[config.mk]
export PLATFORM = sky130hd
export DESIGN_NAME = icache_fill_responder
export DESIGN_NICKNAME = d
export VERILOG_FILES = /design/src/rtl/icache_fill_responder.sv
export SDC_FILE = /design/constraint.sdc
export NUM_CORES = 1
export LEC_CHECK = 0
export ABC_CLOCK_PERIOD_IN_PS = 2080
export BUFFER_PORTS_ARGS = -buffer_cell sky130_fd_sc_hd__buf_2
export CAP_MARGIN = 20
export CORE_MARGIN = 2
export CORE_UTILIZATION = 40
export CTS_CLUSTER_DIAMETER = 60
export CTS_CLUSTER_SIZE = 16
export DETAILED_ROUTE_END_ITERATION = 6
export HOLD_SLACK_MARGIN = 0.15
export MAX_ROUTING_LAYER = met4
export PLACE_DENSITY = 0.78
export SYNTH_ARGS = -nofsm -noshare
export SYNTH_HDL_FRONTEND = slang
export SYNTH_SLANG_ARGS = --single-unit
[constraint.sdc]
create_clock -name Clk -period 2.08 [get_ports Clk]
set_input_delay 0.416 -clock Clk [delete_from_list [all_inputs] [get_ports Clk]]
set_output_delay 0.416 -clock Clk [all_outputs]
set_load 0.1 [all_outputs]
[src/rtl/icache_fill_responder.sv]
// icache_fill_responder
//   Memory-side responder for the cache miss bus, standing in for the SDR
//   controller. A strobed read returns an aligned burst of BURST_LEN
//   halfwords from a fixed-latency SRAM. A strobed write stores one halfword.
//
// Ports
//   Clk, Reset                  clock and synchronous active-high reset
//   MStrobe/MRW/MAddress/MDataIn request from the cache (sampled in IDLE only)
//   MDataOut/mSDR_RxD           read beat data and its valid pulse
//   mSDR_TxD                    write committed pulse
//   MGrant                      request accepted / transfer in progress
//   SramAddr/SramRd/SramWr/
//   SramWData/SramRData         backing SRAM port; read data arrives
//                               SRAM_LAT cycles after SramRd
module icache_fill_responder #(
  parameter int BURST_LEN = 4,
  parameter int SRAM_LAT  = 2,
  parameter int ADDR_W    = 18
) (
  input  logic              Clk,
  input  logic              Reset,
  input  logic              MStrobe,
  input  logic              MRW,
  input  logic [31:0]       MAddress,
  input  logic [31:0]       MDataIn,
  output logic [31:0]       MDataOut,
  output logic              MGrant,
  output logic              mSDR_RxD,
  output logic              mSDR_TxD,
  output logic [ADDR_W-1:0] SramAddr,
  output logic              SramRd,
  output logic              SramWr,
  output logic [15:0]       SramWData,
  input  logic [15:0]       SramRData
);

  localparam int CNT_W = $clog2(BURST_LEN) + 1;
  localparam logic [CNT_W-1:0]  LAST_BEAT  = CNT_W'(BURST_LEN - 1);
  localparam logic [ADDR_W-1:0] ALIGN_MASK = ~(ADDR_W'(BURST_LEN - 1));
  // Pipe contents when only the final in-flight read remains.
  localparam logic [SRAM_LAT:1] LAST_ONLY  = SRAM_LAT'(1) << (SRAM_LAT - 1);

  typedef enum logic [1:0] {IDLE, READ, DRAIN, WRITE} state_e;

  state_e            state_q, state_d;
  logic [CNT_W-1:0]  cnt_q, cnt_d;
  logic [ADDR_W-1:0] base_q, waddr_q;
  logic [15:0]       wdata_q;
  // vld_pipe_q[i] is SramRd delayed by i cycles; the top bit marks a beat.
  logic [SRAM_LAT:1] vld_pipe_q;

  logic unused_hi;
  assign unused_hi = ^{MAddress[31:ADDR_W], MDataIn[31:16]};

  wire accept = (state_q == IDLE) && MStrobe;

  always_ff @(posedge Clk) begin
    if (Reset) begin
      state_q    <= IDLE;
      cnt_q      <= '0;
      base_q     <= '0;
      waddr_q    <= '0;
      wdata_q    <= '0;
      vld_pipe_q <= '0;
    end else begin
      state_q       <= state_d;
      cnt_q         <= cnt_d;
      vld_pipe_q[1] <= SramRd;
      for (int i = 2; i <= SRAM_LAT; i++) vld_pipe_q[i] <= vld_pipe_q[i-1];
      if (accept) begin
        base_q  <= MAddress[ADDR_W-1:0] & ALIGN_MASK;
        waddr_q <= MAddress[ADDR_W-1:0];
        wdata_q <= MDataIn[15:0];
      end
    end
  end

  always_comb begin
    state_d   = state_q;
    cnt_d     = cnt_q;
    MGrant    = 1'b0;
    SramRd    = 1'b0;
    SramWr    = 1'b0;
    SramAddr  = '0;
    SramWData = '0;
    mSDR_TxD  = 1'b0;
    unique case (state_q)
      IDLE: begin
        cnt_d = '0;
        if (MStrobe) state_d = MRW ? READ : WRITE;
      end
      READ: begin
        MGrant   = 1'b1;
        SramRd   = 1'b1;
        // base is aligned, so adding the beat index only fills the low bits.
        SramAddr = base_q + ADDR_W'(cnt_q);
        cnt_d    = cnt_q + CNT_W'(1);
        if (cnt_q == LAST_BEAT) state_d = DRAIN;
      end
      DRAIN: begin
        MGrant = 1'b1;
        // Reads were issued contiguously, so a lone top bit is the last beat.
        if (vld_pipe_q == LAST_ONLY) state_d = IDLE;
      end
      WRITE: begin
        MGrant    = 1'b1;
        SramWr    = 1'b1;
        SramAddr  = waddr_q;
        SramWData = wdata_q;
        mSDR_TxD  = 1'b1;
        state_d   = IDLE;
      end
      default: state_d = IDLE;
    endcase
  end

  assign mSDR_RxD = vld_pipe_q[SRAM_LAT];
  assign MDataOut = mSDR_RxD ? {SramRData, SramRData} : 32'h0;

endmodule

; Word level (Yosys, flattened, before mapping)
; Cells that the tools add are included.
[classes]
addsub = 2
mul = 0
n_div = 0
n_lt_le_gt_ge = 0
n_eq_ne = 8
n_shift = 0
n_mux = 12
bitwise = 0
reduce_logical = 5
[op_table]
columns = cell, count
row1 = 18-bit one-hot mux with 2 select lines, 1
row2 = 32-bit two-way mux, 1
row3 = 18-bit by 3-bit adder with 18-bit output, 1
row4 = 16-bit two-way mux, 1
row5 = 2-bit two-way mux, 4
row6 = 2-bit one-hot mux with 4 select lines, 1
row7 = "2-bit == test, second input constant", 3
row8 = "2-bit inequality test, second input constant", 3
row9 = 3-bit one-hot mux with 2 select lines, 1
row10 = "3-bit by 1-bit adder with 3-bit output, second input constant", 1
row11 = "3-bit by 2-bit == test with 1-bit output, second input constant", 1
row12 = 1-bit two-way mux, 3
row13 = 3-bit AND reduction, 1
row14 = 3-bit OR reduction, 1
row15 = "2-bit by 1-bit == test with 1-bit output, second input constant", 1
row16 = 2-bit logical NOT, 1
row17 = 2-bit nonzero test, 1
row18 = 1-bit logical AND, 1
[word_totals]
ff_bits = 57
latch_bits = 0
ramBits = 0
rom_bits = 0
inputBits = 84
out_inout_bits = 71
word_cells = 33
mem_count = 0

; Depth between registers and ports, before layout
; Gate-level depths: netlist of run 1.
[depth]
word_depth = 3
depth_mapped = 6
ltp_nobuf = 6

; Worst setup path after synthesis of run 1
; No wires, ideal clock.
[synth_timing]
kind = reg2out
startpoint = register cnt_q[2]
endpoint = output SramAddr[16]
arrival_ps = 2778
required_ps = 1664
path_slack_ps = -1114
path_stages_with_launch = 7
n_path_buf = 0
path_cell_list = dfxtp_1 -> ha_1 -> ha_1 -> and3b_2 -> nand3_4 -> or3_1 -> a21oi_1
[synth_via]
elab_chain_cells = 2
[synth_rtl]
columns = element, line
row1 = start: declaration, 46  ; logic [CNT_W-1:0] cnt_q, cnt_d;
row2 = start signal: assignment, 67  ; cnt_q <= cnt_d;
row3 = 18-bit by 3-bit adder with 18-bit output, 96  ; SramAddr = base_q + ADDR_W'(cnt_q);
row4 = 18-bit one-hot mux with 2 select lines, 87  ; unique case (state_q)
row5 = end: declaration, 30  ; output logic [ADDR_W-1:0] SramAddr,
; No other way between the ends.

; Final worst setup path of run 1
[layout_timing]
startpoint = register cnt_q[2]
endpoint = output SramAddr[13]
; The elaborated chain is that of the path after synthesis.

==> results.json, run 1 <==
{
  "outcome": "complete, but fails checks",
  "violations": "negative setup slack",
  "drive_gt1_frac": 0.487,
  "synth_seq_cells": 41,
  "regToRegStartpoint": "state_q[1]$_SDFFE_PP0P_",
  "crit_arrival_ns": 1.97,
  "wl_per_cell_um": 12.6,
  "crit_top_cell": "buf_4",
  "startpoint_type": "register",
  "skew_ns": 0.00427,
  "post-route-drc-count": 0,
  "clock-root-buffer": "clkbuf_8",
  "grt_max_degree": 42,
  "h-tree-depth": 2,
  "grt_pass1_vias": 2272,
  "path_clk_slew_ns": 0.08,
  "critical-path-top-delay-family": "buffers and inverters",
  "critical_path_depth": 8,
  "syn_to_final_growth_pct": 67.6,
  "layout_setup_ws_ns": -0.301,
  "yosys.cell_count.top_type": "nand2_1",
  "synth_commonest_cells": "72 x nand2_1, 41 x dfxtp_1, 39 x a21oi_1, 27 x nor2_1, 19 x and2_1",
  "slowest_delay_ns": 0.36,
  "crit_chain": "ha_4, and4b_2, buf_4, buf_4, nand4_1, xor2_1, nor2_4, buf_12",
  "slowest_stage": "dfxtp_4",
  "holdWs_ns": 0.363,
  "synthArstFlopShare": 0,
  "p_per_area_nw_per_um2": 576,
  "critPathKind": "reg2out",
  "io_buffers": 124,
  "required_ns": 1.66,
  "numCtsBuffers": 5,
  "syn_avg_cell_area_sq_um": 7.37,
  "final_nets": 504,
  "rows": 27,
  "synth_ff_type": "dfxtp_1",
  "dp_hpwl_mm": 4.76,
  "ys_types": 31,
  "start_util": 0.409,
  "design.core.area_sq_um": 5470,
  "yosys-top-cells-area": "dfxtp_1 37%, nand2_1 12%, a21oi_1 8.7%, buf_4 6.0%, and2_1 5.3%",
  "cts_buffer_depth": 2,
  "startpoint": "cnt_q[2]$_SDFFE_PP0P_",
  "synth_edf_count": 0,
  "totalPowerFinal_uw": 2160,
  "die-area_sq_um": 6220,
  "synth.largest_area_cell": "dfxtp_1",
  "cp-end-kind": "primary output",
  "final-setup-viol-count": 13,
  "n_antenna_cell": 0,
  "slew_headroom": 0.501,
  "reg2reg_depth": 6,
  "die-width_um": 78.9,
  "synthCells": 304,
  "die_h_um": 78.9,
  "min_from": "MDataIn[12]",
  "clkSinkCount": 41,
  "tightest_slew_ns": 0.749,
  "grt_usage": 0.202,
  "r2r_slack_ns": 0.61,
  "period_needed_ns": 2.38,
  "drt-initial-drc-count": 94,
  "antenna_found_initial": 0,
  "antenna_left": 0,
  "synth.net_count": 392,
  "synth_area_sq_um": 2240,
  "worstPathMaxFanout": 3,
  "rsz0062_at_grt": "true",
  "grt_pass1_wl_mm": 9.87,
  "vias": 2397,
  "drv_cap": 0,
  "hp-class": "in2reg",
  "clk_latency_ns": 0.28,
  "grt-ovfl-total": 0,
  "finalHoldViolations": 0,
  "slew_violations": 0,
  "vdd_drop_max_mv": 0.487,
  "yosys.area.top_type_share": 0.366,
  "wl_mm": 6.18,
  "yosysWarnings": 0,
  "ios": 155,
  "via_per_inst": 4.90,
  "ys_seq_area_frac": 0.366,
  "clock.fmax_mhz": 420,
  "place.gp.congestion": 0.909,
  "leakage_uw": 0.00170,
  "holdPathStages": 3,
  "cts_tree": "built",
  "crit_buf_inv": 3,
  "firstDrtPassIters": 4,
  "period_share": 1.14
}
==> tightest hold or removal path, stage by stage <==
cell and delay (ns):
buf_2 0.09, nand2_1 0.04, a21oi_1 0.05
==> metrics by stage <==
stage | area (sq um) | std cells | setup TNS [ns] | utilization | worst slack [ns]
after floorplan | 2390 | 304 | -3.72 | - | -0.384
after global placement | 3550 | 478 | -0.0121 | 0.648 | -0.0121
after detailed placement | 3550 | 478 | -0.0608 | 0.648 | -0.0587
after CTS | 3730 | 489 | -2.80 | 0.682 | -0.301
after global routing | 3750 | 489 | -3.90 | 0.686 | -0.385
final | 3750 | 489 | -2.86 | 0.686 | -0.301
==> report_power, final <==
part           switching [uW]  internal [uW]
Sequential               43.8            838
Combinational             432            201
Clock                     259            391
==> cells by family (layout without fill, tap and decap cells) <==
family / Yosys count / after routing / synth area share
multiplexers: 4 / 4 / 0.0179
XOR/XNOR: 11 / 11 / 0.0430
buffers and inverters: 44 / 157 / 0.114
AO/OA/AOI/OAI: 46 / 46 / 0.108
flip-flops: 41 / 41 / 0.366
AND/OR/NAND/NOR: 154 / 154 / 0.328
adder cells (fa/ha/maj): 4 / 4 / 0.0223
==> cell usage in the layout (no fill, tap or decap), types with 2 or more instances in the layout <==
cell type,synthesis,final
buf_12,0,37
ha_1,4,3
xor2_1,9,5
and2_4,0,11
xor2_2,0,4
nand3_2,0,2
or3_4,0,3
a21oi_4,0,3
and2_2,0,6
buf_2,5,86
o21ai_0,3,2
nand2_1,72,72
and3_1,17,17
buf_6,1,2
dfxtp_2,0,3
nor2_2,0,8
clkbuf_8,1,6
dfxtp_4,0,2
xnor2_1,2,2
buf_4,18,18
inv_1,4,4
nand4_1,6,6
dfxtp_1,41,36
mux2i_1,4,4
and2_1,19,2
a21oi_1,39,36
nor2_1,27,14
nor2_4,0,5
==> final timing paths <==
check,end
setup / recovery,SramAddr[13]
hold / removal,wdata_q[12]$_SDFFE_PP0P_
setup reg to reg,waddr_q[15]$_SDFFE_PP0P_
hold reg to reg,vld_pipe_q[2]$_SDFF_PP0_
==> sequential cells by signal (all words and copies together), names as in the netlist <==
register,count
waddr_q,18
cnt_q,3
state_q,2
vld_pipe_q,2
wdata_q,16
==> cell type report <==
cell class                 instances  area [sq um]
clock buffer                       7          86.3
clock inverter                     1          30.0
fill                             422          1720
inverter                           5          18.8
multi-input combinational        219          1360
sequential                        41           832
tap                               72          90.1
timing repair buffer             144          1340
==> layer usage <==
layer  vias to the layer above  part of all wire  track usage
met1                      1104              0.39        0.217
met2                        85              0.52        0.367
met5                         -                 0            -
li1                       1196                 -            -
met3                        12             0.070       0.0443
met4                         0             0.018       0.0724
==> repair_timing <==
action                     CTS  global route
hold buffers                 0             0
setup endpoints to repair   13            15
gates resized for setup     11             6
pin swaps                    7             9
buffers inserted             3             0
No activity file was read; power rests on OpenSTA's default activity.
==> run 2, diff against run 1 <==
--- a/config.mk
+++ b/config.mk
@@ -6,13 +6,15 @@
 export NUM_CORES = 1
 export LEC_CHECK = 0
 export ABC_CLOCK_PERIOD_IN_PS = 2080
-export BUFFER_PORTS_ARGS = -buffer_cell sky130_fd_sc_hd__buf_2
+export BUFFER_PORTS_ARGS = -buffer_cell sky130_fd_sc_hd__clkbuf_2
 export CAP_MARGIN = 20
+export CORE_ASPECT_RATIO = 1.2
 export CORE_MARGIN = 2
 export CORE_UTILIZATION = 40
 export CTS_CLUSTER_DIAMETER = 60
 export CTS_CLUSTER_SIZE = 16
 export DETAILED_ROUTE_END_ITERATION = 6
+export GPL_TIMING_DRIVEN = 0
 export HOLD_SLACK_MARGIN = 0.15
 export MAX_ROUTING_LAYER = met4
 export PLACE_DENSITY = 0.78
==> run 2 against run 1 <==
Sequential share of layout area decreased by 0.42 points. Clock-buffer cell count unchanged. Global-route usage grew 4.6 points. Final cell count increased by 3.3%. The flow still finishes with violations (negative setup slack). Non-clock buffer count increased by 26. Die area is essentially flat. Fmax shrank 1.1%. Clock power down 14%. Via count grew 6.3%.
==> results.json, run 2 (synthesized netlist as in run 1, its figures left out) <==
{
  "die_h_um": 86.0,
  "syn_to_final_growth_pct": 70.8,
  "utilization": 0.718,
  "wl_mm": 7.51,
  "period_needed_ns": 2.41,
  "largest_register": "waddr_q",
  "clock-root-buffer": "clkbuf_8",
  "skew_ns": 0.00421,
  "setup_tns_ns": -3.04,
  "mostFrequentLayoutCells": "71 x nand2_1, 70 x clkbuf_2, 36 x a21oi_1, 34 x dfxtp_1, 26 x buf_4",
  "dp_hpwl_mm": 4.73,
  "drive_gt1_frac": 0.506,
  "final_common_cell": "nand2_1",
  "start_util": 0.420,
  "grt_max_degree": 13,
  "slew_violations": 0,
  "tightest_slew_ns": 0.552,
  "grt_usage": 0.248,
  "cts_tree": "built",
  "firstDrtPassIters": 4,
  "clk_latency_ns": 0.29,
  "critPathKind": "reg2out",
  "reg.largest.list": "waddr_q (18), wdata_q (16), cnt_q (3)",
  "rows": 29,
  "numCtsBuffers": 5,
  "place.gp.congestion": 0.753,
  "outcome": "complete, but fails checks",
  "p_per_area_nw_per_um2": 546,
  "via_per_inst": 5.05,
  "path_clk_slew_ns": 0.07,
  "die-width_um": 72.3,
  "cts_buffer_depth": 2,
  "rsz0062_at_grt": "true",
  "totalPowerFinal_uw": 2090,
  "layout_setup_ws_ns": -0.329,
  "place_ws_ns": -0.370,
  "drv_cap": 0,
  "final-setup-viol-count": 13,
  "antenna_left": 0,
  "largest_reg_flops": 18,
  "cp-end-kind": "primary output",
  "antenna_found_initial": 0,
  "worstPathMaxFanout": 5,
  "vias": 2548,
  "grt-ovfl-total": 0,
  "fillers": 368,
  "grt_pass1_wl_mm": 11.6,
  "final_nets": 530,
  "finalHoldViolations": 0,
  "design.core.area_sq_um": 5330,
  "grt_pass1_vias": 2438,
  "n_antenna_cell": 0,
  "slew_headroom": 0.634,
  "violations": "negative setup slack",
  "wl_met1_mm": 2.84,
  "dr_wl_met3_um": 542,
  "io_buffers": 123,
  "h-tree-depth": 2,
  "startpoint_type": "register",
  "hp-class": "in2reg",
  "period_share": 1.16,
  "drt-initial-drc-count": 164,
  "clkSinkCount": 41,
  "crit_arrival_ns": 1.99,
  "post-route-drc-count": 0,
  "dr.max_layer_used": "met4",
  "ios": 155,
  "wl_met2_mm": 4.02,
  "leakage_uw": 0.00178,
  "die-area_sq_um": 6220,
  "vdd_drop_max_mv": 0.415,
  "wl_per_cell_um": 14.9,
  "required_ns": 1.66,
  "clock.fmax_mhz": 415
}
run 2: cell types whose count changed in the layout (fill, tap and decap cells not counted), sizes merged:
cell	before	now
clkbuf	8	139
buf	143	38
bufinv	1	0
clkinv	1	2
run 2: final cells by class:
class                           instances  area (sq um)  area share
Buffer                                 38           258      0.0673
Inverter                                5          23.8     0.00621
Tap cell                               62          77.6      0.0203
Multi-Input combinational cell        219          1370       0.357
Clock buffer                            7          96.3      0.0252
Timing Repair Buffer                  132          1170       0.305
Clock inverter                          1          5.00     0.00131
Sequential cell                        41           832       0.217
run 2: critical path: stages, from the launching register on:
cell and delay [ns]:
dfxtp_2 0.36, ha_4 0.15, and4b_1 0.21, buf_6 0.12, nand4_1 0.11, or3_4 0.37, a21oi_4 0.15, clkbuf_16 0.22
run 2: where the power goes:
group          switching (uW)  internal (uW)
sequential               49.9            840
combinational             442            196
clock                     263            300
total                     754           1340
run 2: final timing paths:
path | startpoint | slack, ns | end | cells after the start
setup / recovery | cnt_q[2]$_SDFFE_PP0P_ | -0.33 | SramAddr[17] | 7
hold / removal | MAddress[5] | 0.33 | waddr_q[5]$_SDFFE_PP0P_ | 3
setup reg to reg | state_q[0]$_SDFFE_PP0P_ | 0.64 | waddr_q[14]$_SDFFE_PP0P_ | 5
hold reg to reg | wdata_q[14]$_SDFFE_PP0P_ | 0.45 | wdata_q[14]$_SDFFE_PP0P_ | 2
run 2: metal layers:
layer / up-vias / track usage
met5: - / -
met4: 0 / 0.0978
li1: 1253 / -
met2: 115 / 0.440
met1: 1170 / 0.269
met3: 10 / 0.0470
run 2: metrics by stage:
stage	hold slack [ns]	std cells	area (sq um)
after floorplan	0.406	304	2390
after global placement	0.414	489	3090
after detailed placement	0.423	489	3090
after CTS	0.321	502	3760
after global routing	0.325	505	3830
final	0.335	505	3830
run 2: repair_timing:
item | CTS | global route
gates resized for setup | 115 | 19
buffers inserted | 5 | 4
pin swaps | 10 | 7
hold buffers | 0 | 0
setup endpoints to repair | 56 | 47
hold endpoints to repair | 0 | 0
